`config.mk`:
```
export PLATFORM = sky130hd
export DESIGN_NAME = fsmc_reg_bank
export DESIGN_NICKNAME = d
export VERILOG_FILES = /design/src/rtl/fsmc_reg_bank_pkg.sv /design/src/rtl/fsmc_reg_bank_wr_sync.sv /design/src/rtl/fsmc_reg_bank.sv
export SDC_FILE = /design/constraint.sdc
export NUM_CORES = 1
export LEC_CHECK = 0
export BUFFER_PORTS_ARGS = -buffer_cell sky130_fd_sc_hd__buf_2
export CAP_MARGIN = 20
export CORE_MARGIN = 1
export CORE_UTILIZATION = 53
export DETAILED_ROUTE_END_ITERATION = 12
export PLACE_DENSITY = 0.77
export SLEW_MARGIN = 10
export SYNTH_ARGS = -nofsm -noshare
export SYNTH_HDL_FRONTEND = slang
export SYNTH_SLANG_ARGS = --single-unit
```
`constraint.sdc`:
```
create_clock -name CLK_IN -period 1.7 [get_ports CLK_IN]
set_input_delay 0.255 -clock CLK_IN [delete_from_list [all_inputs] [get_ports CLK_IN]]
set_output_delay 0.255 -clock CLK_IN [all_outputs]
set_load 0.02 [all_outputs]
```
`src/rtl/fsmc_reg_bank_pkg.sv`:
```
// Shared definitions for the FSMC register bank: command FSM states, the
// SWAP/COPY opcode and the position of the GO/OP fields in the command word.
// Bit positions are counted down from the MSB because the data width is a
// parameter of the bank.
package fsmc_reg_bank_pkg;

  typedef enum logic [1:0] {
    StIdle  = 2'd0,
    StLoad  = 2'd1,
    StMove  = 2'd2,
    StStore = 2'd3
  } cmd_state_e;

  typedef enum logic {
    OpSwap = 1'b0,
    OpCopy = 1'b1
  } cmd_op_e;

  // Offsets below the command word MSB.
  localparam int unsigned GoPosFromMsb = 0;
  localparam int unsigned OpPosFromMsb = 1;

  // Number of status bits placed at the top of a CMD_ADDR read (BUSY, CMD_ERR).
  localparam int unsigned StatusBits = 2;

endpackage

```
`src/rtl/fsmc_reg_bank_wr_sync.sv`:
```
// FSMC strobe synchroniser and write capture.
// nCS/nOE/nWE are brought into CLK_IN through two flops each; nWE gets a third
// stage for rising-edge detection. While chip select and write strobe are both
// (synchronously) active, the raw address and data buses are sampled every
// cycle, so the last value seen before the strobe release is the one committed.
// Ports:
//   CLK_IN, RESET    clock, asynchronous active-low reset
//   fsmc_*_i         raw FSMC pins (address, strobes, write data)
//   commit_o         one-cycle pulse per write-strobe release
//   cap_add_o/dat_o  captured address/data, stable while commit_o is high
//   ncs_s2_o/noe_s2_o synchronised chip select / output enable
module fsmc_reg_bank_wr_sync #(
  parameter int unsigned ADDR_W = 4,
  parameter int unsigned DATA_W = 8
) (
  input  logic              CLK_IN,
  input  logic              RESET,
  input  logic [ADDR_W-1:0] fsmc_add_i,
  input  logic              fsmc_ncs_i,
  input  logic              fsmc_nwe_i,
  input  logic              fsmc_noe_i,
  input  logic [DATA_W-1:0] fsmc_data_i,
  output logic              commit_o,
  output logic [ADDR_W-1:0] cap_add_o,
  output logic [DATA_W-1:0] cap_dat_o,
  output logic              ncs_s2_o,
  output logic              noe_s2_o
);

  logic ncs_s1_q, ncs_s2_q;
  logic noe_s1_q, noe_s2_q;
  logic nwe_s1_q, nwe_s2_q, nwe_s3_q;

  logic              commit_d, commit_q;
  logic [ADDR_W-1:0] cap_add_d, cap_add_q;
  logic [DATA_W-1:0] cap_dat_d, cap_dat_q;

  always_comb begin
    cap_add_d = cap_add_q;
    cap_dat_d = cap_dat_q;
    if (!ncs_s2_q && !nwe_s2_q) begin
      cap_add_d = fsmc_add_i;
      cap_dat_d = fsmc_data_i;
    end
    // Registered so the register array sees a clean pulse; this puts the
    // register update on the 4th CLK_IN edge after the nWE pin rises.
    commit_d = nwe_s2_q & ~nwe_s3_q;
  end

  always_ff @(posedge CLK_IN or negedge RESET) begin
    if (!RESET) begin
      ncs_s1_q  <= 1'b1;
      ncs_s2_q  <= 1'b1;
      noe_s1_q  <= 1'b1;
      noe_s2_q  <= 1'b1;
      nwe_s1_q  <= 1'b1;
      nwe_s2_q  <= 1'b1;
      nwe_s3_q  <= 1'b1;
      commit_q  <= 1'b0;
      cap_add_q <= '0;
      cap_dat_q <= '0;
    end else begin
      ncs_s1_q  <= fsmc_ncs_i;
      ncs_s2_q  <= ncs_s1_q;
      noe_s1_q  <= fsmc_noe_i;
      noe_s2_q  <= noe_s1_q;
      nwe_s1_q  <= fsmc_nwe_i;
      nwe_s2_q  <= nwe_s1_q;
      nwe_s3_q  <= nwe_s2_q;
      commit_q  <= commit_d;
      cap_add_q <= cap_add_d;
      cap_dat_q <= cap_dat_d;
    end
  end

  assign commit_o  = commit_q;
  assign cap_add_o = cap_add_q;
  assign cap_dat_o = cap_dat_q;
  assign ncs_s2_o  = ncs_s2_q;
  assign noe_s2_o  = noe_s2_q;

endmodule

```
`src/rtl/fsmc_reg_bank.sv`:
```
// FSMC-mapped register bank with an in-fabric SWAP/COPY command engine.
// N_REGS data registers live at addresses 0..N_REGS-1; a command register sits
// at N_REGS. Writing a command with GO set starts a SWAP (LOAD, MOVE, STORE)
// or COPY (MOVE) between two registers; BUSY is high while the FSM runs and
// CMD_ERR latches rejected commands or data writes attempted while busy.
// Ports:
//   CLK_IN, RESET     clock, asynchronous active-low reset
//   FSMC_*            MCU bus: address, active-low strobes, write data
//   FSMC_DATAOUT/DOE  registered read data and its tristate enable
//   REG_Q             all registers flattened, reg i at [i*DATA_W +: DATA_W]
//   BUSY, CMD_ERR     command FSM status
module fsmc_reg_bank
  import fsmc_reg_bank_pkg::*;
#(
  parameter int unsigned N_REGS = 4,
  parameter int unsigned DATA_W = 8,
  parameter int unsigned ADDR_W = 4
) (
  input  logic                     CLK_IN,
  input  logic                     RESET,
  input  logic [ADDR_W-1:0]        FSMC_ADD,
  input  logic                     FSMC_nCS,
  input  logic                     FSMC_NWE,
  input  logic                     FSMC_NOE,
  input  logic [DATA_W-1:0]        FSMC_DATAIN,
  output logic [DATA_W-1:0]        FSMC_DATAOUT,
  output logic                     FSMC_DOE,
  output logic [N_REGS*DATA_W-1:0] REG_Q,
  output logic                     BUSY,
  output logic                     CMD_ERR
);

  localparam int unsigned IDX_W = $clog2(N_REGS);
  localparam int unsigned GoBit = DATA_W - 1 - GoPosFromMsb;
  localparam int unsigned OpBit = DATA_W - 1 - OpPosFromMsb;
  localparam logic [ADDR_W-1:0] CmdAddr = ADDR_W'(N_REGS);

  logic              commit;
  logic [ADDR_W-1:0] cap_add;
  logic [DATA_W-1:0] cap_dat;
  logic              ncs_s2, noe_s2;

  fsmc_reg_bank_wr_sync #(
    .ADDR_W(ADDR_W),
    .DATA_W(DATA_W)
  ) u_wr_sync (
    .CLK_IN      (CLK_IN),
    .RESET       (RESET),
    .fsmc_add_i  (FSMC_ADD),
    .fsmc_ncs_i  (FSMC_nCS),
    .fsmc_nwe_i  (FSMC_NWE),
    .fsmc_noe_i  (FSMC_NOE),
    .fsmc_data_i (FSMC_DATAIN),
    .commit_o    (commit),
    .cap_add_o   (cap_add),
    .cap_dat_o   (cap_dat),
    .ncs_s2_o    (ncs_s2),
    .noe_s2_o    (noe_s2)
  );

  logic [DATA_W-1:0] regs_d [N_REGS];
  logic [DATA_W-1:0] regs_q [N_REGS];
  logic [DATA_W-1:0] tmp_d, tmp_q;
  cmd_state_e        state_d, state_q;
  cmd_op_e           op_d, op_q;
  logic [IDX_W-1:0]  src_d, src_q;
  logic [IDX_W-1:0]  dst_d, dst_q;
  logic              busy_d, busy_q;
  logic              err_d, err_q;
  logic [DATA_W-1:0] dout_d, dout_q;
  logic              doe_d, doe_q;

  // Command word fields as seen on the captured write data.
  logic             cmd_go;
  cmd_op_e          cmd_op;
  logic [IDX_W-1:0] cmd_src, cmd_dst;
  logic             cmd_bad_idx;
  logic             cap_is_data, cap_is_cmd;
  logic [IDX_W-1:0] cap_idx;

  assign cmd_go      = cap_dat[GoBit];
  assign cmd_op      = cmd_op_e'(cap_dat[OpBit]);
  assign cmd_src     = cap_dat[IDX_W-1:0];
  assign cmd_dst     = cap_dat[2*IDX_W-1:IDX_W];
  // Only reachable when N_REGS is not a power of two.
  assign cmd_bad_idx = (32'(cmd_src) >= N_REGS) || (32'(cmd_dst) >= N_REGS);
  assign cap_is_data = 32'(cap_add) < N_REGS;
  assign cap_is_cmd  = cap_add == CmdAddr;
  assign cap_idx     = cap_add[IDX_W-1:0];

  always_comb begin
    regs_d  = regs_q;
    tmp_d   = tmp_q;
    state_d = state_q;
    op_d    = op_q;
    src_d   = src_q;
    dst_d   = dst_q;
    err_d   = err_q;

    unique case (state_q)
      StIdle: ;
      StLoad: begin
        tmp_d   = regs_q[dst_q];
        state_d = StMove;
      end
      StMove: begin
        regs_d[dst_q] = regs_q[src_q];
        state_d       = (op_q == OpSwap) ? StStore : StIdle;
      end
      StStore: begin
        regs_d[src_q] = tmp_q;
        state_d       = StIdle;
      end
    endcase

    // Bus writes never collide with FSM writes: data writes are dropped and
    // GO is rejected whenever the FSM is running.
    if (commit) begin
      if (cap_is_data) begin
        if (busy_q) begin
          err_d = 1'b1;
        end else begin
          regs_d[cap_idx] = cap_dat;
        end
      end else if (cap_is_cmd) begin
        if (!cmd_go) begin
          err_d = 1'b0;
        end else if (busy_q || cmd_bad_idx) begin
          err_d = 1'b1;
        end else begin
          op_d    = cmd_op;
          src_d   = cmd_src;
          dst_d   = cmd_dst;
          state_d = (cmd_op == OpSwap) ? StLoad : StMove;
        end
      end
    end

    busy_d = (state_d != StIdle);
  end

  // Read path: the raw address selects, the mux output is registered every
  // cycle so DATAOUT only ever shows a whole pre- or post-edge value.
  always_comb begin
    doe_d  = ~ncs_s2 & ~noe_s2;
    dout_d = '0;
    if (32'(FSMC_ADD) < N_REGS) begin
      dout_d = regs_q[FSMC_ADD[IDX_W-1:0]];
    end else if (FSMC_ADD == CmdAddr) begin
      dout_d[DATA_W-1] = busy_q;
      dout_d[DATA_W-2] = err_q;
    end
  end

  always_ff @(posedge CLK_IN or negedge RESET) begin
    if (!RESET) begin
      regs_q  <= '{default: '0};
      tmp_q   <= '0;
      state_q <= StIdle;
      op_q    <= OpSwap;
      src_q   <= '0;
      dst_q   <= '0;
      busy_q  <= 1'b0;
      err_q   <= 1'b0;
      dout_q  <= '0;
      doe_q   <= 1'b0;
    end else begin
      regs_q  <= regs_d;
      tmp_q   <= tmp_d;
      state_q <= state_d;
      op_q    <= op_d;
      src_q   <= src_d;
      dst_q   <= dst_d;
      busy_q  <= busy_d;
      err_q   <= err_d;
      dout_q  <= dout_d;
      doe_q   <= doe_d;
    end
  end

  always_comb begin
    REG_Q = '0;
    for (int i = 0; i < int'(N_REGS); i++) begin
      REG_Q[i*DATA_W +: DATA_W] = regs_q[i];
    end
  end

  assign FSMC_DATAOUT = dout_q;
  assign FSMC_DOE     = doe_q;
  assign BUSY         = busy_q;
  assign CMD_ERR      = err_q;

endmodule
```
==> results.toml, run 1 <==
[status]
outcome = "finished with violations"
violations = "negative setup slack"

[synth]
synthDistinctLibCells = 54
synth_seq_cells = 78
ys.flop_type = "dfrtp_1"
seq_area_frac_synth_pct = 41.2
syn_nets = 463
async_reset_ff_share_pct = 100
synth_edf_count = 0
syn_avg_cell_area_um2 = 10.7
synth_area_um2 = 4760
syn_inst = 446
ys_warn_count = 0

[clock_tree]
clk_pin_slew_ns = 0.09
clk_latency_ns = 0.38
cts-root-buf = "clkbuf_8"
clock_tree.buffer_depth = 2
numCtsBuffers = 9
cts_tree = "yes"
cts_sinks = 78
h-tree-depth = 3

[power_and_ir_drop]
p_leak_nw = 2.59
ir_drop_mv = 1.05
power_density_nw_per_um2 = 1700

[floorplan]
num_io_pins = 60
die_w_um = 96.8
num_rows = 34
die_h_um = 96.8
die_area_um2 = 9360
coreArea_um2 = 8720
start_util_pct = 54.6

[timing]
final-max-slew-violation-count = 0
slew_headroom_pct = 58.2
rsz0062_at_grt = "true"
tightest_slew_ns = 0.627
skew_ns = 0.0170
setup_ws_ns = -0.0311
fmax_ghz = 0.578
post-route-period-util_pct = 102
hold_viol = 0
period_needed_ns = 1.73
setup_violations = 1

[routing]
drc_errors = 0
vias_per_cell = 6.72
vias = 4463
drt_iter0_markers = 512
first_pass_iters = 6
wl_per_cell_um = 23.2
postRouteAntennaNets = 0
postRouteWirelength_um = 15400

[cells_and_area]
fin_cells = 664
n_antenna_cell = 0
stdcell_area_um2 = 5840
drive_gt1_share_pct = 39.2
syn2layout_area_growth_pct = 22.8
nets = 568
fillCellCount = 702

[global_routing]
grt_pass1_vias = 4293
grt_pass1_wl_um = 24400
antenna_found_initial = 0
grt_usage_pct = 34.0
grt-ovfl-total = 0
grt_max_degree = 43

[worst_setup_path]
slowest_delay_ns = 0.51
required_ns = 1.93
cp_slowest_cell = "dfrtp_2"
worst_r2r_endpoint = "REG_Q[14]$_DFF_PN0_"
crit_path_start = "src_q[0]$_DFFE_PN0P_"
path_common_cell = "buf_6"
critPathArrivalTime_ns = 1.96
rr_startpoint = "src_q[0]$_DFFE_PN0P_"
crit_end = "REG_Q[14]$_DFF_PN0_"
crit_chain = "buf_6 -> and3_4 -> buf_6 -> a222oi_1 -> o221ai_1"
critPathMaxFanout = 8
cp-end-kind = "register"
critical_path_class = "reg2reg"
r2r_setup_slack_ns = -0.03
r2r_cells = 5
start_kind = "register"

[place]
place.gp.congestion = 0.945
dpl_cell_area_um2 = 5500
dp_cells = 640
port_buffers = 59
place_hpwl_um = 11100

[run]
drv_cap = 0

[worst_hold_path]
hp-class = "in2reg"
==> worst min-delay path by stage <==
| stage | from | end | cells past startpoint |
|---|---|---|---|
| 4_1_cts | FSMC_ADD[3] | FSMC_DATAOUT[6]$_DFF_PN0_ | 2 |
| 3_3_place_gp | RESET | FSMC_DATAOUT[6]$_DFF_PN0_ | 1 |
| 5_1_grt | FSMC_ADD[3] | FSMC_DATAOUT[6]$_DFF_PN0_ | 2 |
| 2_1_floorplan | RESET | BUSY$_DFF_PN0_ | 0 |
| 6_report | FSMC_ADD[3] | FSMC_DATAOUT[6]$_DFF_PN0_ | 2 |
| 3_5_place_dp | RESET | FSMC_DATAOUT[2]$_DFF_PN0_ | 1 |
==> flip-flops by register name (all words and copies together) (netlist names) <==
signal,count
BUSY,1
CMD_ERR,1
FSMC_DATAOUT,8
FSMC_DOE,1
REG_Q,32
dst_q,2
op_q,1
src_q,2
state_q,2
tmp_q,8
u_wr_sync.cap_add_o,4
u_wr_sync.cap_dat_o,8
u_wr_sync.commit_o,1
u_wr_sync.ncs_s1_q,1
u_wr_sync.ncs_s2_o,1
u_wr_sync.noe_s1_q,1
u_wr_sync.noe_s2_o,1
u_wr_sync.nwe_s1_q,1
u_wr_sync.nwe_s2_q,1
u_wr_sync.nwe_s3_q,1
==> power by group <==
part           total (mW)  internal, mW  switching, mW
logic                5.11          2.38           2.72
clock network        1.52         0.714          0.807
registers            3.30          2.41          0.889
total                9.93          5.50           4.42
==> Yosys cell counts (9+ instances only) <==
master,number,area share (%)
o21ai_0,11,1.2
mux2_2,26,6.2
o221ai_1,15,2.8
nand3_1,10,1.1
mux4_2,16,7.6
buf_2,18,1.9
nand2_1,24,1.9
nor2_1,27,2.1
and3_1,10,1.3
a31oi_1,17,2.2
nand2b_1,11,1.4
inv_1,16,1.3
o22ai_1,15,2.0
a21o_1,9,1.4
dfrtp_1,71,37
a21oi_1,12,1.3
mux2i_1,16,3.4
==> cells by family (layout without fill, tap and decap cells) <==
group	count (synthesis)	count (layout)	share of synthesized area, %
buf+inv	53	163	5.60
flops	78	78	41.2
simple gates	119	119	14.4
mux	58	58	17.1
compound gates	138	138	21.7
==> routing by layer <==
layer / vias to the layer above / wire (um) / GRT usage [%]
met2: 278 / 6990 / 49.6
met1: 2216 / 6680 / 49.2
met4: 0 / 276 / 11.7
met5: - / 0 / 0
met3: 28 / 1480 / 8.82
li1: 1941 / - / -
==> what timing repair did <==
action | CTS | global route
hold buffers | 4 | 0
cloned | 0 | 0
pin swaps | 0 | 2
hold endpoints to repair | 18 | 0
setup buffers | 0 | 4
endpoints found under the setup margin | 19 | 24
resized for setup | 3 | 19
==> layout by cell type, fill, tap and decap left out, types with 9 or more instances in the layout <==
master,count
buf_2,58
a21oi_1,11
mux2_2,26
mux2i_1,13
o22ai_1,15
a31oi_1,17
o21ai_0,10
dfrtp_1,66
buf_4,59
nand3_1,10
o221ai_1,14
clkbuf_8,9
mux4_2,16
inv_1,16
nand2_1,24
nand2b_1,11
a21o_1,9
nor2_1,26
==> worst max-delay path: cells and delay by family, from the launching register on <==
kind	cells	cell delay, ns
compound gates	2	0.61
simple gates	1	0.16
buf+inv	2	0.30
flops	1	0.51
==> area by class of cell <==
type                       instances  area, um^2  area share [%]
multi-input combinational        315        2570            44.0
sequential                        78        1970            33.7
timing repair buffer             129         890            15.2
tap                              108         135            2.31
clock buffer                       9         124            2.12
clock inverter                     7        87.6            1.50
inverter                          18        67.6            1.16
==> metrics by stage <==
stage / setup slack (ns) / setup TNS [ns] / total power, mW / hold slack, ns / utilization, %
detailed placement: -0.0169 / -0.0845 / 8.13 / 0.143 / 63.0
finish: -0.0311 / -0.0311 / 9.93 / 0.111 / 67.0
global route: -0.0236 / -0.0502 / 10.4 / 0.0946 / 67.0
global placement: -0.0383 / -0.181 / 8.01 / 0.144 / 63.0
floorplan: 0.0267 / 0 / 6.24 / -0.0406 / -
CTS: -0.0235 / -0.0259 / 9.66 / 0.0947 / 66.0
(Power assumes the default switching activity.)
==> run 2: changes to the inputs <==
Settings changed: ABC_AREA set to 1.
==> run 2 against run 1 <==
  * The run now ends clean
  * Register-to-register slack better by 0.12 ns
  * Sequential power is 6.4% lower
  * Global-route usage is 2.1 points higher
  * Flip-flop and latch count stayed put
  * Setup slack better by 0.12 ns
  * Sequential share of layout area is 2.9 points higher
  * Critical path depth is 2 higher
  * Clock skew is 0.0018 ns lower
  * Utilization is 2.4 points lower
  * Clock-buffer cell count stayed put
  * Area after synthesis is 3.5% lower
  * Design area is 8.3% lower
  * Critical endpoint is now REG_Q[22]$_DFF_PN0_
  * Largest cell class unchanged
==> results.toml, run 2 <==
[status]
outcome = "completed"

[clock_tree]
h-tree-depth = 3
clock_tree.buffer_depth = 2
cts_tree = "yes"
postCtsSetupBuffers = 0
numCtsBuffers = 9
clk_latency_ns = 0.38
clk_pin_slew_ns = 0.09
cts_sinks = 78
cts-root-buf = "clkbuf_8"

[cells_and_area]
nets = 779
largest_reg_flops = 32
n_antenna_cell = 0
syn2layout_area_growth_pct = 16.7
stdcell_area_um2 = 5360
mostFrequentLayoutCell = "nand2_1"
fin_cells = 872
final_cell_mix = "nand2_1, a21oi_1, nor2_1, dfrtp_1, buf_2"
drive_gt1_share_pct = 15.9

[timing]
fin_tns_setup_ns = 0
setup_violations = 0
post-route-period-util_pct = 94.9
period_needed_ns = 1.61
tightest_slew_ns = 0.663
final-max-slew-violation-count = 0
rsz0062_at_grt = "false"
slew_headroom_pct = 55.7
skew_ns = 0.0152
hold_viol = 0
fmax_ghz = 0.620

[synth]
yosysMostFrequentCell = "nand2_1"
async_reset_ff_share_pct = 100
synth.top_cells.by_count = "nand2_1, a21oi_1, nor2_1, dfrtp_1, inv_1"
ys.flop_type = "dfrtp_1"
synth_area_um2 = 4590
ys_warn_count = 0
yosysTopAreaCellShare_pct = 38.7
syn_inst = 687
seq_area_frac_synth_pct = 42.7
syn_avg_cell_area_um2 = 6.69
synth_edf_count = 0
syn_nets = 704
synth_seq_cells = 78
synthDistinctLibCells = 20
yosys.area.top_type = "dfrtp_1"
synth.area.top_cells = "dfrtp_1, nand2_1, a21oi_1"

[worst_setup_path]
crit_path_start = "state_q[1]$_DFF_PN0_"
rr_startpoint = "state_q[1]$_DFF_PN0_"
critPathMaxFanout = 31
cp-end-kind = "register"
critPathArrivalTime_ns = 1.91
critical_path_class = "reg2reg"
start_kind = "register"
required_ns = 1.99

[floorplan]
die_area_um2 = 9040
start_util_pct = 55.3
num_rows = 33
coreArea_um2 = 8300
num_io_pins = 60
die_h_um = 95.1
die_w_um = 95.1

[place]
place_hpwl_um = 11100
place.gp.congestion = 0.954
dpl_cell_area_um2 = 5130
dp_cells = 852
port_buffers = 59

[global_routing]
grt_usage_pct = 36.1
grt_max_degree = 32
grt_pass1_wl_um = 24300
grt_pass1_vias = 4591
antenna_found_initial = 0
grt-ovfl-total = 0

[run]
drv_cap = 0

[routing]
postRouteAntennaNets = 0
drc_errors = 0
first_pass_iters = 5
wl_per_cell_um = 17.5
drt_iter0_markers = 532
vias_per_cell = 5.79
vias = 5051
postRouteWirelength_um = 15200

[power_and_ir_drop]
p_leak_nw = 2.75
power_density_nw_per_um2 = 1540
total_power_mw = 8.27
ir_drop_mv = 0.956

[worst_hold_path]
hp-class = "in2reg"
min_from = "FSMC_DATAIN[0]"
-- run 2: what timing repair did --
action                                  4_1_cts  5_1_grt
resized for setup                             1        1
hold endpoints to repair                     20        0
endpoints found under the setup margin        8        8
hold buffers                                  4        0
-- run 2: per-layer routing --
metal  global-route usage, %  part of all wire (%)  up-vias  routed length (um)
met4                    9.85                   1.5        0                 228
met1                    54.3                    43     2322                6550
li1                        -                     -     2371                   -
met3                    6.46                    12       29                1770
met2                    52.9                    44      329                6690
met5                       0                     0        -                   0
-- run 2: worst max-delay path: stages, from the launching register on --
cell,delay (ns)
dfrtp_2,0.42
inv_1,0.10
nor2_1,0.22
inv_1,0.10
buf_4,0.26
a21oi_1,0.19
nand2_1,0.08
a21oi_1,0.15
-- run 2: worst paths after layout --
kind	slack [ns]	endpoint	cells after the start
min in group asynchronous	0.33	tmp_q[6]$_DFFE_PN0N_	2
min reg2reg	0.36	u_wr_sync.noe_s2_o$_DFF_PN1_	0
min	0.09	u_wr_sync.cap_dat_o[0]$_DFFE_PN0P_	3
max	0.09	REG_Q[22]$_DFF_PN0_	7
max reg2reg	0.09	REG_Q[22]$_DFF_PN0_	7
max in group asynchronous	0.84	REG_Q[10]$_DFF_PN0_	3
-- run 2: where the power goes --
group	switching, mW	internal [mW]
logic	2.53	1.26
clock network	0.829	0.564
registers	0.711	2.38
total	4.08	4.20
-- run 2: through the flow --
stage	worst slack (ns)	util [%]	hold slack [ns]
finish	0.0871	64.6	0.0864
global route	0.0161	64.6	0.0964
CTS	0.0625	64.6	0.0795
detailed placement	-0.0636	61.8	0.188
global placement	0.00788	61.8	0.182
floorplan	0.323	-	-0.0406
-- run 2: area by class of cell --
class	count	area, um^2
fillers	754	2940
repair buffers	89	558
multi-input cells	524	2300
clock buffers	9	124
flip-flops and latches	78	1960
clock inverters	7	62.6
well taps	105	131
inverters	60	225
-- run 2: kinds of logic after synthesis --
family,count (synthesis),share of synthesized area (%)
flip-flops,78,42.7
multiplexers,4,0.981
AO/OA/AOI/OAI,150,17.0
buffers and inverters,85,7.38
AND/OR/NAND/NOR,370,32.0
